`src/rtl/bg_rle_expander_pkg.sv`:
```
// Shared definitions for the background RLE expander: word layout,
// field widths, frame size and the controller state encoding.
package bg_rle_expander_pkg;

    localparam int BG_IDX_W        = 5;
    localparam int BG_RUN_W        = 11;
    localparam int BG_WORD_W       = 16;
    localparam int BG_TOTAL_PIXELS = 76800;
    localparam int BG_FIFO_DEPTH   = 2;

    // One ROM word: palette index in the top bits, run length minus one below.
    typedef struct packed {
        logic [BG_IDX_W-1:0] idx;
        logic [BG_RUN_W-1:0] run_m1;
    } bg_rle_word_t;

    typedef enum logic [1:0] {
        ST_IDLE = 2'd0,
        ST_FILL = 2'd1,
        ST_RUN  = 2'd2
    } bg_state_t;

    // Actual run length (1..2048) carried by a word.
    function automatic logic [BG_RUN_W:0] bg_run_len(input bg_rle_word_t w);
        return {1'b0, w.run_m1} + 1'b1;
    endfunction

endpackage

```
`src/rtl/bg_rle_expander_word_fifo.sv`:
```
// Two-entry word FIFO between the ROM and the run register. The count
// output is the fetch credit the controller uses to throttle ROM reads.
module bg_word_fifo
    import bg_rle_expander_pkg::*;
#(
    parameter int W = BG_WORD_W
) (
    input  logic         clk,
    input  logic         rst,
    input  logic         flush,
    input  logic         push,
    input  logic [W-1:0] push_data,
    input  logic         pop,
    output logic [W-1:0] pop_data,
    output logic [1:0]   count
);

    logic [W-1:0] mem [BG_FIFO_DEPTH];
    logic         wr_ptr;
    logic         rd_ptr;
    logic         do_push;
    logic         do_pop;

    // Ignore pushes into a full FIFO and pops from an empty one.
    assign do_pop   = pop && (count != 2'd0);
    assign do_push  = push && ((count != 2'd2) || do_pop);
    assign pop_data = mem[rd_ptr];

    // Pointer and occupancy tracking; flush wins over any push or pop.
    always_ff @(posedge clk or posedge rst) begin
        if (rst) begin
            wr_ptr <= 1'b0;
            rd_ptr <= 1'b0;
            count  <= 2'd0;
        end else if (flush) begin
            wr_ptr <= 1'b0;
            rd_ptr <= 1'b0;
            count  <= 2'd0;
        end else begin
            if (do_push) wr_ptr <= ~wr_ptr;
            if (do_pop)  rd_ptr <= ~rd_ptr;
            count <= count + {1'b0, do_push} - {1'b0, do_pop};
        end
    end

    // Storage needs no reset: occupancy gates every read.
    always_ff @(posedge clk) begin
        if (do_push && !flush) mem[wr_ptr] <= push_data;
    end

endmodule

```
`src/rtl/bg_rle_expander.sv`:
```
// Background RLE expander: fetches run-length words from the background
// ROM and emits one palette index per pixel in raster order over a
// valid/ready stream, stopping after one frame's worth of pixels.
module bg_rle_expander
    import bg_rle_expander_pkg::*;
#(
    parameter int ROM_AW       = 14,
    parameter int TOTAL_PIXELS = BG_TOTAL_PIXELS
) (
    input  logic                 clk,
    input  logic                 rst,
    input  logic                 frame_start,
    output logic [ROM_AW-1:0]    rom_addr,
    input  logic [BG_WORD_W-1:0] rom_data,
    output logic [BG_IDX_W-1:0]  pix_index,
    output logic                 pix_valid,
    input  logic                 pix_ready,
    output logic                 frame_done,
    output logic                 busy
);

    localparam int CNT_W = 17;
    // Pixels covered by captured words can overshoot the frame by one run.
    localparam int COV_W = $clog2(TOTAL_PIXELS + 4096);
    localparam logic [CNT_W-1:0]    LAST_PIX  = CNT_W'(TOTAL_PIXELS - 1);
    localparam logic [COV_W-1:0]    COV_LIMIT = COV_W'(TOTAL_PIXELS);
    localparam logic [BG_RUN_W:0]   RUN_ONE   = (BG_RUN_W+1)'(1);

    bg_state_t            state;
    bg_state_t            state_nxt;
    logic [CNT_W-1:0]     pix_cnt;
    logic [COV_W-1:0]     covered;
    logic                 rd_pend;
    logic [BG_RUN_W:0]    run_left;
    logic                 xfer;
    logic                 last_xfer;
    logic                 run_end;
    logic                 fetch_en;
    logic                 capture;
    logic                 load_en;
    logic                 fifo_flush;
    logic [1:0]           fifo_count;
    logic [BG_WORD_W-1:0] fifo_head;
    bg_rle_word_t         head_word;

    assign xfer      = pix_valid && pix_ready;
    assign last_xfer = xfer && (pix_cnt == LAST_PIX);
    assign run_end   = xfer && (run_left == RUN_ONE);
    assign head_word = bg_rle_word_t'(fifo_head);

    bg_word_fifo #(.W(BG_WORD_W)) u_fifo (
        .clk       (clk),
        .rst       (rst),
        .flush     (fifo_flush),
        .push      (capture),
        .push_data (rom_data),
        .pop       (load_en),
        .pop_data  (fifo_head),
        .count     (fifo_count)
    );

    // Controller state register.
    always_ff @(posedge clk or posedge rst) begin
        if (rst) state <= ST_IDLE;
        else     state <= state_nxt;
    end

    // Next state: a restart always wins, even over the final transfer.
    always_comb begin
        state_nxt = state;
        case (state)
            ST_IDLE: state_nxt = ST_IDLE;
            ST_FILL: if (fifo_count != 2'd0) state_nxt = ST_RUN;
            ST_RUN:  if (last_xfer) state_nxt = ST_IDLE;
            default: state_nxt = ST_IDLE;
        endcase
        if (frame_start) state_nxt = ST_FILL;
    end

    // Datapath controls. Reads are credited against FIFO room plus the one
    // outstanding read, and stop once captured words cover the frame.
    // A read issued before the last word was seen may still come back; it
    // is dropped rather than queued.
    always_comb begin
        fetch_en   = 1'b0;
        capture    = 1'b0;
        load_en    = 1'b0;
        fifo_flush = frame_start || last_xfer;
        if (state != ST_IDLE && !frame_start && !last_xfer) begin
            fetch_en = (({1'b0, fifo_count} + {2'b00, rd_pend}) < 3'd2) &&
                       (covered < COV_LIMIT);
            capture  = rd_pend && (covered < COV_LIMIT);
            load_en  = (!pix_valid || run_end) && (fifo_count != 2'd0);
        end
    end

    // ROM address, outstanding-read flag and frame coverage tally.
    // A restart issues the read of word 0 on the same edge and forgets any
    // read already in flight.
    always_ff @(posedge clk or posedge rst) begin
        if (rst) begin
            rom_addr <= '0;
            rd_pend  <= 1'b0;
            covered  <= '0;
        end else if (frame_start) begin
            rom_addr <= '0;
            rd_pend  <= 1'b1;
            covered  <= '0;
        end else begin
            rd_pend <= fetch_en;
            if (fetch_en) rom_addr <= rom_addr + 1'b1;
            if (capture)  covered  <= covered + COV_W'(bg_run_len(bg_rle_word_t'(rom_data)));
        end
    end

    // Run register: present the current index, count down on transfers and
    // chain straight into the next FIFO word when a run finishes.
    always_ff @(posedge clk or posedge rst) begin
        if (rst) begin
            pix_valid <= 1'b0;
            pix_index <= '0;
            run_left  <= '0;
        end else if (frame_start || last_xfer) begin
            pix_valid <= 1'b0;
        end else if (load_en) begin
            pix_valid <= 1'b1;
            pix_index <= head_word.idx;
            run_left  <= bg_run_len(head_word);
        end else if (run_end) begin
            pix_valid <= 1'b0;
        end else if (xfer) begin
            run_left <= run_left - 1'b1;
        end
    end

    // Pixel counter, busy flag and the end-of-frame pulse.
    always_ff @(posedge clk or posedge rst) begin
        if (rst) begin
            pix_cnt    <= '0;
            busy       <= 1'b0;
            frame_done <= 1'b0;
        end else begin
            frame_done <= last_xfer;
            if (frame_start) begin
                pix_cnt <= '0;
                busy    <= 1'b1;
            end else if (last_xfer) begin
                pix_cnt <= '0;
                busy    <= 1'b0;
            end else if (xfer) begin
                pix_cnt <= pix_cnt + 1'b1;
            end
        end
    end

endmodule

```
`config.mk`:
```
export PLATFORM = sky130hd
export DESIGN_NAME = bg_rle_expander
export DESIGN_NICKNAME = d
export VERILOG_FILES = /design/src/rtl/bg_rle_expander_pkg.sv /design/src/rtl/bg_rle_expander_word_fifo.sv /design/src/rtl/bg_rle_expander.sv
export SDC_FILE = /design/constraint.sdc
export NUM_CORES = 1
export LEC_CHECK = 0
export ABC_AREA = 0
export CAP_MARGIN = 25
export CORE_MARGIN = 4
export CORE_UTILIZATION = 50
export DETAILED_ROUTE_END_ITERATION = 8
export PLACE_DENSITY_LB_ADDON = 0.12
export SYNTH_ARGS = -nofsm -noshare
export SYNTH_HDL_FRONTEND = slang
export SYNTH_SLANG_ARGS = --single-unit
```
`constraint.sdc`:
```
create_clock -name clk -period 6.7 [get_ports clk]
set_input_delay 1.675 -clock clk [delete_from_list [all_inputs] [get_ports clk]]
set_output_delay 1.675 -clock clk [all_outputs]
set_load 0.02 [all_outputs]
```
After elaboration in Yosys (flattened, before gate mapping)
Memory sizes are Yosys's and may differ from the RTL's.
Index checks and enable logic that the tools add are counted.
{"block": "word_totals", "mem_count": 1, "ram_bits": 32, "register_bits": 75, "out_inout_bits": 22, "elab_cells": 97, "inputBits": 20}
{"name": "u_fifo.mem", "words": 2, "word_bits": 16, "rd": 1, "rd_ports_with_merged_regs": 0, "wr": 1, "line_no": "bg_rle_expander_word_fifo.sv:18", "rtl": "logic [W-1:0] mem [BG_FIFO_DEPTH];"}
{"block": "op_classes", "add_sub_neg": 9, "bitwise": 3, "mux": 30, "magnitude_cmp": 2, "eq_ne": 8, "n_reduce_logical": 31}
{"operator": "$mux W17", "count": 5}
{"operator": "$mux W12", "count": 3}
{"operator": "$mux W14", "count": 2}
{"operator": "$add A11 B1 Y12 const B", "count": 2}
{"operator": "$add A17 B1 Y17 const B", "count": 1}
{"operator": "$add A17 B12 Y17", "count": 1}
{"operator": "$eq A17 B17 Y1 const B", "count": 1}
{"operator": "$lt A17 B17 Y1 const B", "count": 1}
{"operator": "$reduce_bool A2 Y1", "count": 8}
{"operator": "$mux W1", "count": 15}
{"operator": "$add A14 B1 Y14 const B", "count": 1}
{"operator": "$eq A12 B1 Y1 const B", "count": 1}
{"operator": "$sub A12 B1 Y12 const B", "count": 1}
{"operator": "$logic_and A1 B1 Y1", "count": 11}
{"operator": "$mux W2", "count": 4}
{"operator": "$ne A3 B3 Y1 const B", "count": 2}
{"operator": "$reduce_bool A3 Y1", "count": 2}
{"operator": "$logic_not A1 Y1", "count": 4}
{"operator": "$pmux W2 S2", "count": 1}
{"operator": "$reduce_and A2 Y1", "count": 2}
{"operator": "$add A2 B1 Y3", "count": 1}
{"operator": "$logic_or A1 B1 Y1", "count": 3}
{"operator": "$lt A3 B2 Y1 const B", "count": 1}
{"operator": "$not A1 Y1", "count": 3}
{"operator": "other kinds (7)", "count": 7}

Longest topological paths before layout
{"block": "depth", "ltp_word": 11, "depth_mapped": 11, "depth_no_buf": 11}

Cells and area by module
A second synthesis with hierarchy kept.
{"block": "unflattened", "hier_cells": 550, "area_unflattened_um2": 5713.0}
{"module": "bg_rle_expander", "cells_per_inst": 478, "seq_area_each_um2": 1776.7, "area_each_um2": 4312.9, "n_inst": 1}
{"module": "bg_word_fifo", "cells_per_inst": 72, "seq_area_each_um2": 1061.0, "area_each_um2": 1400.1, "n_inst": 1}

Worst setup path after synthesis
Ideal clock, no wire load.
{"block": "synth_path", "kind": "input to register", "start": "in frame_start", "end": "mem u_fifo.mem[1][0] (netlist name), enable pin", "path_stages": 6, "required_time_ns": 6.312, "arrival_time_ns": 3.283, "path_buffers": 2, "setup_slack_ns": 3.029, "setup_time_ns": 0.388, "cell_sequence": "clkbuf_1 inv_1 clkbuf_1 o2111a_1 nand2_1 nor2_1"}
{"block": "synth_via", "elab_chain_cells": 10, "word_cells_on_any_way": 13, "cone_classes": "4 x mux; 9 x reduce/logical"}
{"item": "start: declaration", "line_no": "bg_rle_expander.sv:12", "rtl": "input logic frame_start,"}
{"item": "$logic_not A1 Y1", "line_no": "bg_rle_expander.sv:89", "rtl": "if (state != ST_IDLE && !frame_start && !last_xfer) begin"}
{"item": "$logic_and A1 B1 Y1 (2 in series)", "line_no": "bg_rle_expander.sv:89"}
{"item": "$mux W1", "line_no": "bg_rle_expander.sv:89"}
{"item": "$logic_and A1 B1 Y1", "line_no": "bg_rle_expander_word_fifo.sv:25", "rtl": "assign do_pop = pop && (count != 2'd0);"}
{"item": "$logic_or A1 B1 Y1", "line_no": "bg_rle_expander_word_fifo.sv:26", "rtl": "assign do_push = push && ((count != 2'd2) || do_pop);"}
{"item": "$logic_and A1 B1 Y1", "line_no": "bg_rle_expander_word_fifo.sv:26"}
{"item": "$logic_and A1 B1 Y1 (*)", "line_no": "bg_rle_expander_word_fifo.sv:48", "rtl": "if (do_push && !flush) mem[wr_ptr] <= push_data;"}
{"item": "$mux W1 (*)", "line_no": "bg_rle_expander_word_fifo.sv:48"}
{"item": "$mux W1 (not written as such) (*)", "line_no": "bg_rle_expander_word_fifo.sv:48"}
{"item": "end: declaration", "line_no": "bg_rle_expander_word_fifo.sv:18"}
Every way passes the cells marked *; elsewhere a longest branch is shown, timed or not.

Worst setup path after layout
{"block": "layout_path", "start": "in frame_start", "end": "reg run_left[8]"}
{"block": "layout_via", "elab_chain_cells": 6, "word_cells_on_any_way": 10, "cone_classes": "1 x eq/ne; 2 x mux; 1 x bitwise; 6 x reduce/logical"}
{"item": "$logic_not A1 Y1", "line_no": "bg_rle_expander.sv:89"}
{"item": "$logic_and A1 B1 Y1 (2 in series)", "line_no": "bg_rle_expander.sv:89"}
{"item": "$mux W1", "line_no": "bg_rle_expander.sv:89"}
{"item": "$ne A2 B1 Y1 (no source line) or $reduce_bool A2 Y1 (tied branches)"}
{"item": "$reduce_and A3 Y1 (no source line)"}
{"item": "end signal: assignment", "line_no": "bg_rle_expander.sv:128", "rtl": "run_left <= bg_run_len(head_word);"}
{"item": "end signal: assignment", "line_no": "bg_rle_expander.sv:132", "rtl": "run_left <= run_left - 1'b1;"}
{"item": "end: declaration", "line_no": "bg_rle_expander.sv:34", "rtl": "logic [BG_RUN_W:0] run_left;"}
Several ways; a longest one is shown, not always the timed one.
A chain may end at the register's enable or synchronous reset.

==> flow_metrics.tcl <==
set metrics [dict create \
    status "finished, final reports clean" \
    initial_utilization 0.515 \
    drv_cap 0 \
    ir_drop_mv 0.142 \
    row_count 38 \
    drive_gt1_frac 0.0648 \
    drt_iter0_markers 220 \
    cts_tree "done" \
    ios 42 \
    power_w 0.00210 \
    cts_max_level 3 \
    drc 0 \
    cp.required_ns 6.91 \
    slew-limit-headroom 0.457 \
    worstPathCellList "clkdlybuf4s50_1 -> buf_4 -> inv_1 -> o21ai_1 -> or3_1 -> o311ai_1 -> o221ai_1" \
    ys.flop_type "dfrtp_1" \
    area_growth_pct 14.1 \
    yosysWarnings 0 \
    power_density_mw_per_mm2 328 \
    num_vias 4196 \
    period_needed_ns 3.98 \
    grt_pass1_wl_mm 19.7 \
    fmax_mhz 252 \
    dieArea_mm2 0.0130 \
    holdPathEnd "pix_index[4]$_DFFE_PP0P_" \
    wl_mm 11.5 \
    critPathArrivalTime_ns 4.19 \
    setup_viol 0 \
    cts_max_path_buffers 2 \
    final_core_util 0.587 \
    dp_cells 709 \
    reg2reg_setup_slack_ns 3.91 \
    synth.distinct_cells 66 \
    post_drt_wl_per_cell_um 15.8 \
    hold_viol_final 0 \
    path_class "primary input to flip-flop" \
    clock_latency_ns 0.37 \
    cts-resized-gates 0 \
    reg2reg_depth 9 \
    core-area_mm2 0.0109 \
    syn_nets 579 \
    grt_util_all_layers 0.188 \
    die_w_um 114 \
    min-delay-start "pix_index[4]$_DFFE_PP0P_" \
    critPathTopFamily "buffers and inverters" \
    ys_seq_area_frac 0.506 \
    cts_sinks 107 \
    avgSynthCellArea_um2 10.4 \
    layout.nets 619 \
    firstDrtPassIters 5 \
    cts_made_buffers 9 \
    reg2reg_to "run_left[8]$_DFFE_PP0P_" \
    place_congestion 0.888 \
    cts_hold_buf 0 \
    tns_ns 0 \
    r2r_start "u_fifo.rd_ptr$_DFFE_PP0P_" \
    antenna_found_initial 0 \
    syn_inst 541 \
    worstPathBufferInverterCount 3 \
    syn_area_mm2 0.00561 \
    cts_setup_buffers 0 \
    clk_pin_slew_worst_paths_ns 0.09 \
    cp_max_fo 26 \
    p_leak_nw 2.52 \
    whs_path_depth 2 \
    slowest_stage "or3_1" \
    synth_seq_cells 107 \
    fillers 940 \
    slew_viol_final 0 \
    cpPeakStageDelay_ns 0.73 \
    startpoint_type "primary input" \
    portBuffers 41 \
    antenna_cells 0 \
    tightest_slew_ns 0.814 \
    worstSetupEndpointType "flip-flop" \
    first_global_vias 4121 \
    hold_class "flip-flop to flip-flop" \
    async_reset_ff_frac 0.701 \
    ant_nets 0 \
    hpwlAfterDp_mm 8.15 \
    final.setup_skew_ns 0.0121 \
    synth_edf_count 32 \
    rsz0062_at_grt "no" \
    period_share 0.593 \
    grt_overflow 0 \
    stdcell_count 726 \
    vias_per_cell 5.78 \
    cts-root-buf "clkbuf_8" \
    hold_ws_ns 0.489 \
    grt_start_max_net_pins 40 \
    die_h_um 114 \
]
-- placed cells by master (no fill, tap or decap), drive strengths merged, types with 4 or more instances in the layout --
cell and count:
nand2 52, edfxtp 32, nor4 7, nor3 9
nor2b 4, clkbuf 11, o211ai 6, a21o 4
mux2 4, or3 9, dfrtp 75, nand3 32
ha 17, nor2 46, and3 6, clkdlybuf4s50 41
mux2i 16, xnor2 24, inv 19, o2111ai 4
a21oi 24, nand4 17, xor2 27, o21ai 39
buf 8
-- logic make-up after synthesis --
logic type	count (synthesis)	share of synthesized area
muxes	20	0.0373
and+or+nand+nor	201	0.182
DFF	107	0.506
AOI/OAI and AO/OA	105	0.124
buffers and inverters	39	0.0297
xor gates and xnor gates	51	0.0797
adders and majority gates	18	0.0415
-- cell usage after synthesis, types with 4 or more instances --
master     count  area share
dfrtp_1       75        0.33
nand2_1       52       0.035
nor2_1        45       0.030
edfxtp_1      32        0.17
nand3_1       32       0.029
o21ai_0       32       0.029
xor2_1        27       0.042
xnor2_1       24       0.037
a21oi_1       23       0.021
inv_1         19       0.013
ha_1          17       0.038
nand4_1       17       0.019
mux2i_1       16       0.029
clkbuf_1      13      0.0087
nor3_1         9      0.0080
or3_1          9       0.010
o21ai_1        7      0.0062
and3_1         6      0.0067
o211ai_1       5      0.0067
a21o_1         4      0.0054
buf_2          4      0.0036
nor2b_1        4      0.0045
nor4_1         4      0.0045
o2111ai_1      4      0.0062
-- report_power, final --
part	switching, W	internal [W]	leakage [nW]
clock	0.000214	0.000220	0.109
combinational	0.000418	0.000325	1.13
sequential	0.000105	0.000816	1.29
-- worst max path at each step --
stage,from,end,slack (ns),cells after the start
after floorplan,frame_start,u_fifo.mem[1][0]$_DFFE_PP_,3.03,6
final,frame_start,run_left[8]$_DFFE_PP0P_,2.72,7
after global routing,frame_start,u_fifo.count[1]$_DFF_PP0_,2.51,10
after CTS,frame_start,run_left[8]$_DFFE_PP0P_,2.70,7
after detailed placement,frame_start,run_left[8]$_DFFE_PP0P_,2.30,7
after global placement,frame_start,run_left[1]$_DFFE_PP0P_,2.38,6
-- routing by layer --
metal / part of all wire / global-route usage / vias to the layer above
met3: 0.037 / 0.0382 / 13
met4: 0.011 / 0.0491 / 0
met2: 0.48 / 0.302 / 92
li1: - / - / 2046
met5: 0 / 0 / -
met1: 0.48 / 0.264 / 2045
-- registers in the layout, indices dropped and copies added, names as in the netlist --
| signal | cells |
|---|---|
| state | 2 |
| rd_pend | 1 |
| pix_cnt | 17 |
| u_fifo.wr_ptr | 1 |
| run_left | 12 |
| pix_valid | 1 |
| covered | 17 |
| pix_index | 5 |
| u_fifo.rd_ptr | 1 |
| u_fifo.mem | 32 |
| busy | 1 |
| u_fifo.count | 2 |
| frame_done | 1 |
| rom_addr | 14 |
-- per-stage QoR --
step / setup WS (ns) / cell area, um^2
finish: 2.72 / 6400
global route: 2.51 / 6400
CTS: 2.70 / 6370
detailed placement: 2.30 / 6150
global placement: 2.38 / 6150
floorplan: 3.03 / 5610
-- cell type report --
cell class              count  area [um^2]  share of cell area
multi-input cells         395         2600               0.407
clock inverters             5         77.6              0.0121
well taps                 140          175              0.0274
repair buffers             49          490              0.0767
inverters                  19         71.3              0.0112
clock buffers              11          141              0.0221
flip-flops and latches    107         2840               0.444
-- worst reg2reg max path, cell delays in order, from the launching register on --
cell and delay, ns:
dfrtp_1 0.49, buf_16 0.21, mux2_2 0.29, ha_1 0.21, nand4b_1 0.17, a211oi_1 0.56
nand3_1 0.17, xnor2_1 0.15, o21ai_0 0.25, o221ai_1 0.15
Note: power is estimated with default switching activity, not from simulation.
==> RTL change 1 (same settings) <==
`BG_FIFO_DEPTH`: 2 -> 4.
--- a/src/rtl/bg_rle_expander_pkg.sv
+++ b/src/rtl/bg_rle_expander_pkg.sv
@@ -8,3 +8,3 @@
     localparam int BG_TOTAL_PIXELS = 76800;
-    localparam int BG_FIFO_DEPTH   = 2;
+    localparam int BG_FIFO_DEPTH   = 4;
 
Check against the original RTL: no difference found for any inputs over 10 cycles, from zero or initial values and one cycle with rst high; that may be too few to reach the edited logic, so the function may still have changed.
==> RTL change 1 against the original RTL <==
Synthesized cell count is 1.8% higher; clock skew is 0.0044 ns lower; sequential cell count unchanged; setup slack lost 0.52 ns; final area rose by 0.68%; total power up 6.2%; highest routed layer unchanged; count of clock-buffer cells in the layout shrank 1; register-to-register slack lost 0.16 ns; largest cell class unchanged; routed wire length shrank 1.8%; synthesized area up 0.33%.
==> RTL change 1: results (changes against the original RTL) <==
The total iterations of the first detailed-routing run is 4 (-1). By count the netlist is led by sky130_fd_sc_hd__dfrtp_1 (75), sky130_fd_sc_hd__nor2_1 (55), sky130_fd_sc_hd__nand2_1 (47). The flow ran to the end, and the final reports show no timing, DRC or antenna violations. The instance count after placement with tap cells included was 719 (+1.4%). The detail-routed via count per cell is 5.64 (-2.3%). The final layout net count is 628 (+1.5%). After synthesis, the cell types taking the most area are sky130_fd_sc_hd__dfrtp_1 (33%), sky130_fd_sc_hd__edfxtp_1 (17%), sky130_fd_sc_hd__xor2_1 (3.9%), sky130_fd_sc_hd__ha_1 (3.8%), sky130_fd_sc_hd__nor2_1 (3.7%).

The highest-delay cell along the critical path is sky130_fd_sc_hd__clkdlybuf4s50_1. The max-slew headroom at the worst pin is 44.6% (-1.1 points). The peak fanout along the critical path came out at 28 (+7.7%). The cell sitting at the root of the clock tree is a sky130_fd_sc_hd__clkbuf_16. The detailed router's first-iteration violation count came out at 152 (-31%).

The count of fill cells added during filler insertion came out at 958 (+1.9%). The total leakage power came out at 2.58 nW (+2.2%). The portion of the post-synthesis area used by sequential elements was 50.4% (-0.17 points). The maximum vdd ir drop came out at 0.165 mV (+16%). The sum of routed wire length over all layers came to 11.3 mm (-1.8%).

The worst setup slack after layout came out at 2.21 ns (-0.518 ns). The reg2reg setup slack is 3.75 ns (-0.16 ns). The count of unique library cells instantiated by Yosys came out at 68 (+3.0%). The final weighted congestion in routability-driven placement was 0.885 (-0.32%).

The total routing resource utilization after global routing came out at 18.8% (about the same). The wire length of the first global-routing pass is 19.7 mm (about the same). The number of nets in the synthesized netlist was 589 (+1.7%). The clock-pin slew on the worst setup and hold paths came out at 0.07 ns (-0.02 ns). The placed instance area is 6150 µm² (about the same).

The instance count of the mapped netlist is 551 (+1.8%). The fraction of final layout cells sized beyond drive strength 1 was 6.89% (+0.41 points). The stage delay of the slowest cell on the critical path came to 0.84 ns (+0.11 ns).
RTL change 1: changes by cell type in the layout (fill, tap and decap cells not counted), sizes merged, moves of 5 or more:
cell / change
a21oi: +5
and3: +6
nand2: -5
nand3: +5
nand4: -7
nor2: +10
nor4: -5
RTL change 1: final timing paths:
path,startpoint,depth (start not counted),end
hold / removal,pix_cnt[16],1,pix_cnt[16]
max in group asynchronous,rst,3,run_left[9]
setup reg to reg,run_left[1],8,u_fifo.mem[0][14]
min in group asynchronous,rst,2,rom_addr[9]
setup / recovery,frame_start,5,u_fifo.mem[1][3]
hold reg to reg,pix_cnt[16],1,pix_cnt[16]
RTL change 1: power by group:
group / internal (mW) / switching [mW] / leakage [nW]
Combinational: 0.328 / 0.448 / 1.16
Sequential: 0.819 / 0.118 / 1.28
Clock: 0.286 / 0.228 / 0.136
Total: 1.43 / 0.795 / 2.58
RTL change 1: metal layers:
metal	GRT usage, %	vias up	share of wire [%]
li1	-	2058	-
met1	26.1	2001	46
met2	29.7	75	48
met3	3.96	15	3.9
met4	6.25	0	1.7
met5	0	-	0
RTL change 1: logic make-up (layout without fill, tap and decap cells):
logic type | Yosys count | count (layout) | share of synthesized area (%)
simple gates | 210 | 210 | 19.0
buf+inv | 37 | 81 | 3.05
compound gates | 116 | 116 | 13.1
flops | 107 | 107 | 50.4
mux | 15 | 15 | 2.74
xor+xnor | 48 | 48 | 7.47
fa+ha+maj | 18 | 18 | 4.14
RTL change 1: layout make-up:
type                    instances  area, µm²  share of cell area, %
clock buffers                  10        229                   3.56
clock inverters                 6       56.3                  0.874
inverters                      20       75.1                   1.17
multi-input cells             407       2630                   40.8
flip-flops and latches        107       2840                   44.1
well taps                     140        175                   2.72
repair buffers                 45        440                   6.84
==> RTL change 2 (same settings) <==
Without the edit above. Reset style: synchronous (`rst`), changed in 5 clocked blocks.
--- a/src/rtl/bg_rle_expander_word_fifo.sv
+++ b/src/rtl/bg_rle_expander_word_fifo.sv
@@ -29,3 +29,3 @@
     // Pointer and occupancy tracking; flush wins over any push or pop.
-    always_ff @(posedge clk or posedge rst) begin
+    always_ff @(posedge clk) begin
         if (rst) begin
--- a/src/rtl/bg_rle_expander.sv
+++ b/src/rtl/bg_rle_expander.sv
@@ -62,3 +62,3 @@
     // Controller state register.
-    always_ff @(posedge clk or posedge rst) begin
+    always_ff @(posedge clk) begin
         if (rst) state <= ST_IDLE;
@@ -99,3 +99,3 @@
     // read already in flight.
-    always_ff @(posedge clk or posedge rst) begin
+    always_ff @(posedge clk) begin
         if (rst) begin
@@ -117,3 +117,3 @@
     // chain straight into the next FIFO word when a run finishes.
-    always_ff @(posedge clk or posedge rst) begin
+    always_ff @(posedge clk) begin
         if (rst) begin
@@ -136,3 +136,3 @@
     // Pixel counter, busy flag and the end-of-frame pulse.
-    always_ff @(posedge clk or posedge rst) begin
+    always_ff @(posedge clk) begin
         if (rst) begin
Check against the original RTL: differs if rst is asserted again (counterexample within 4 cycles, from zero or initial values and one cycle with rst high); with rst held inactive, the same outputs for 10 cycles.
==> RTL change 2 against the original RTL <==
Synthesized area shrank 3.5%; routed wire length shrank 0.53%; critical path depth grew 3; critical path type unchanged; setup slack lost 1.0 ns; final area shrank 3.4%; first-iteration DRC count shrank 7.7%; sequential cell count grew 1.
Power is not compared: it rests on default switching activity, and its combinational part moved more than twofold at a synthesized area within 25%.
==> RTL change 2: results (changes against the original RTL) <==
The worst slack after detailed placement is 1.37 ns (-0.934 ns). The met2 global-route usage was 31.6% (+1.4 points). The launch point of the worst path is pix_ready. The placed instance area came out at 5930 µm² (-3.5%).

The routed length on met1 came out at 5.39 mm (-1.3%). The startpoint of the most critical register-to-register path is pix_cnt[0]. The largest clock skew in the final design came out at 0.0103 ns (-0.00181 ns).

The fraction of final layout cells sized beyond drive strength 1 is 9.14% (+2.7 points). The number of global-route vias before repair is 4,039 (-2.0%). The number of nets in the synthesized netlist was 596 (+2.9%).

The instance count of the mapped netlist is 558 (+3.1%). The stage delay of the slowest cell on the critical path is 0.71 ns (-0.02 ns). The final layout net count is 635 (+2.6%). The share of cell area taken by muxes after synthesis came to 2.94% (-0.79 points). The global-route track usage on met1 is 24.0% (-2.4 points). In the synthesized netlist the dominant register cell turns out to be sky130_fd_sc_hd__dfxtp_1. The total routing resource utilization after global routing was 18.7% (-0.13 points). The detail-routed via count per cell came out at 5.72 (-0.97%). The HPWL reported at the end of detailed placement came out at 8.28 mm (+1.5%). The commonest cells after synthesis are sky130_fd_sc_hd__dfxtp_1 (76), sky130_fd_sc_hd__nor2_1 (69), sky130_fd_sc_hd__nand2_1 (45). The async set-reset flop share out of synthesis was 0% (-70 points).

The timing endpoint of the critical path is u_fifo.count[1]. The max-slew headroom at the worst pin is 43.5% (-2.2 points). The final weighted congestion in routability-driven placement is 0.843 (-5.1%). The pin count of the biggest net entering global routing came out at 32 (-20%). The total iterations of the first detailed-routing run was 4 (-1). The count of unique library cells instantiated by Yosys is 75 (+14%). The post-synthesis compound-gate area fraction came out at 13.4% (+1.0 points).

The run finished with clean final reports. The detailed router's first-iteration violation count is 203 (-7.7%). The arrival time reported for the critical path endpoint is 5.21 ns (+1.02 ns). After synthesis, the cell types taking the most area are sky130_fd_sc_hd__dfxtp_1 (28%), sky130_fd_sc_hd__edfxtp_1 (18%), sky130_fd_sc_hd__xor2_1 (5.2%), sky130_fd_sc_hd__nor2_1 (4.8%), sky130_fd_sc_hd__xnor2_1 (4.0%).

The count of fill cells added during filler insertion is 902 (-4.0%).
RTL change 2: worst min-delay path by stage:
stage,from,endpoint,slack [ns],depth (start not counted)
floorplan,covered[3],covered[3],0.44,2
global placement,covered[5],covered[5],0.45,2
detailed placement,covered[4],covered[4],0.45,2
CTS,covered[4],covered[4],0.46,2
global route,covered[4],covered[4],0.48,2
finish,covered[4],covered[4],0.46,2
RTL change 2: power by group:
group,switching (mW),internal [mW]
clock network,0.217,0.258
registers,0.00377,0.676
logic,0.0396,0.0280
total,0.260,0.962
RTL change 2: area by class of cell:
| cell class | instances | area, µm² | share of cell area, % |
|---|---|---|---|
| Clock inverter | 6 | 111 | 1.80 |
| Timing Repair Buffer | 45 | 440 | 7.13 |
| Multi-Input combinational cell | 419 | 2790 | 45.1 |
| Clock buffer | 10 | 138 | 2.23 |
| Tap cell | 136 | 170 | 2.75 |
| Inverter | 14 | 52.6 | 0.850 |
| Sequential cell | 108 | 2480 | 40.2 |
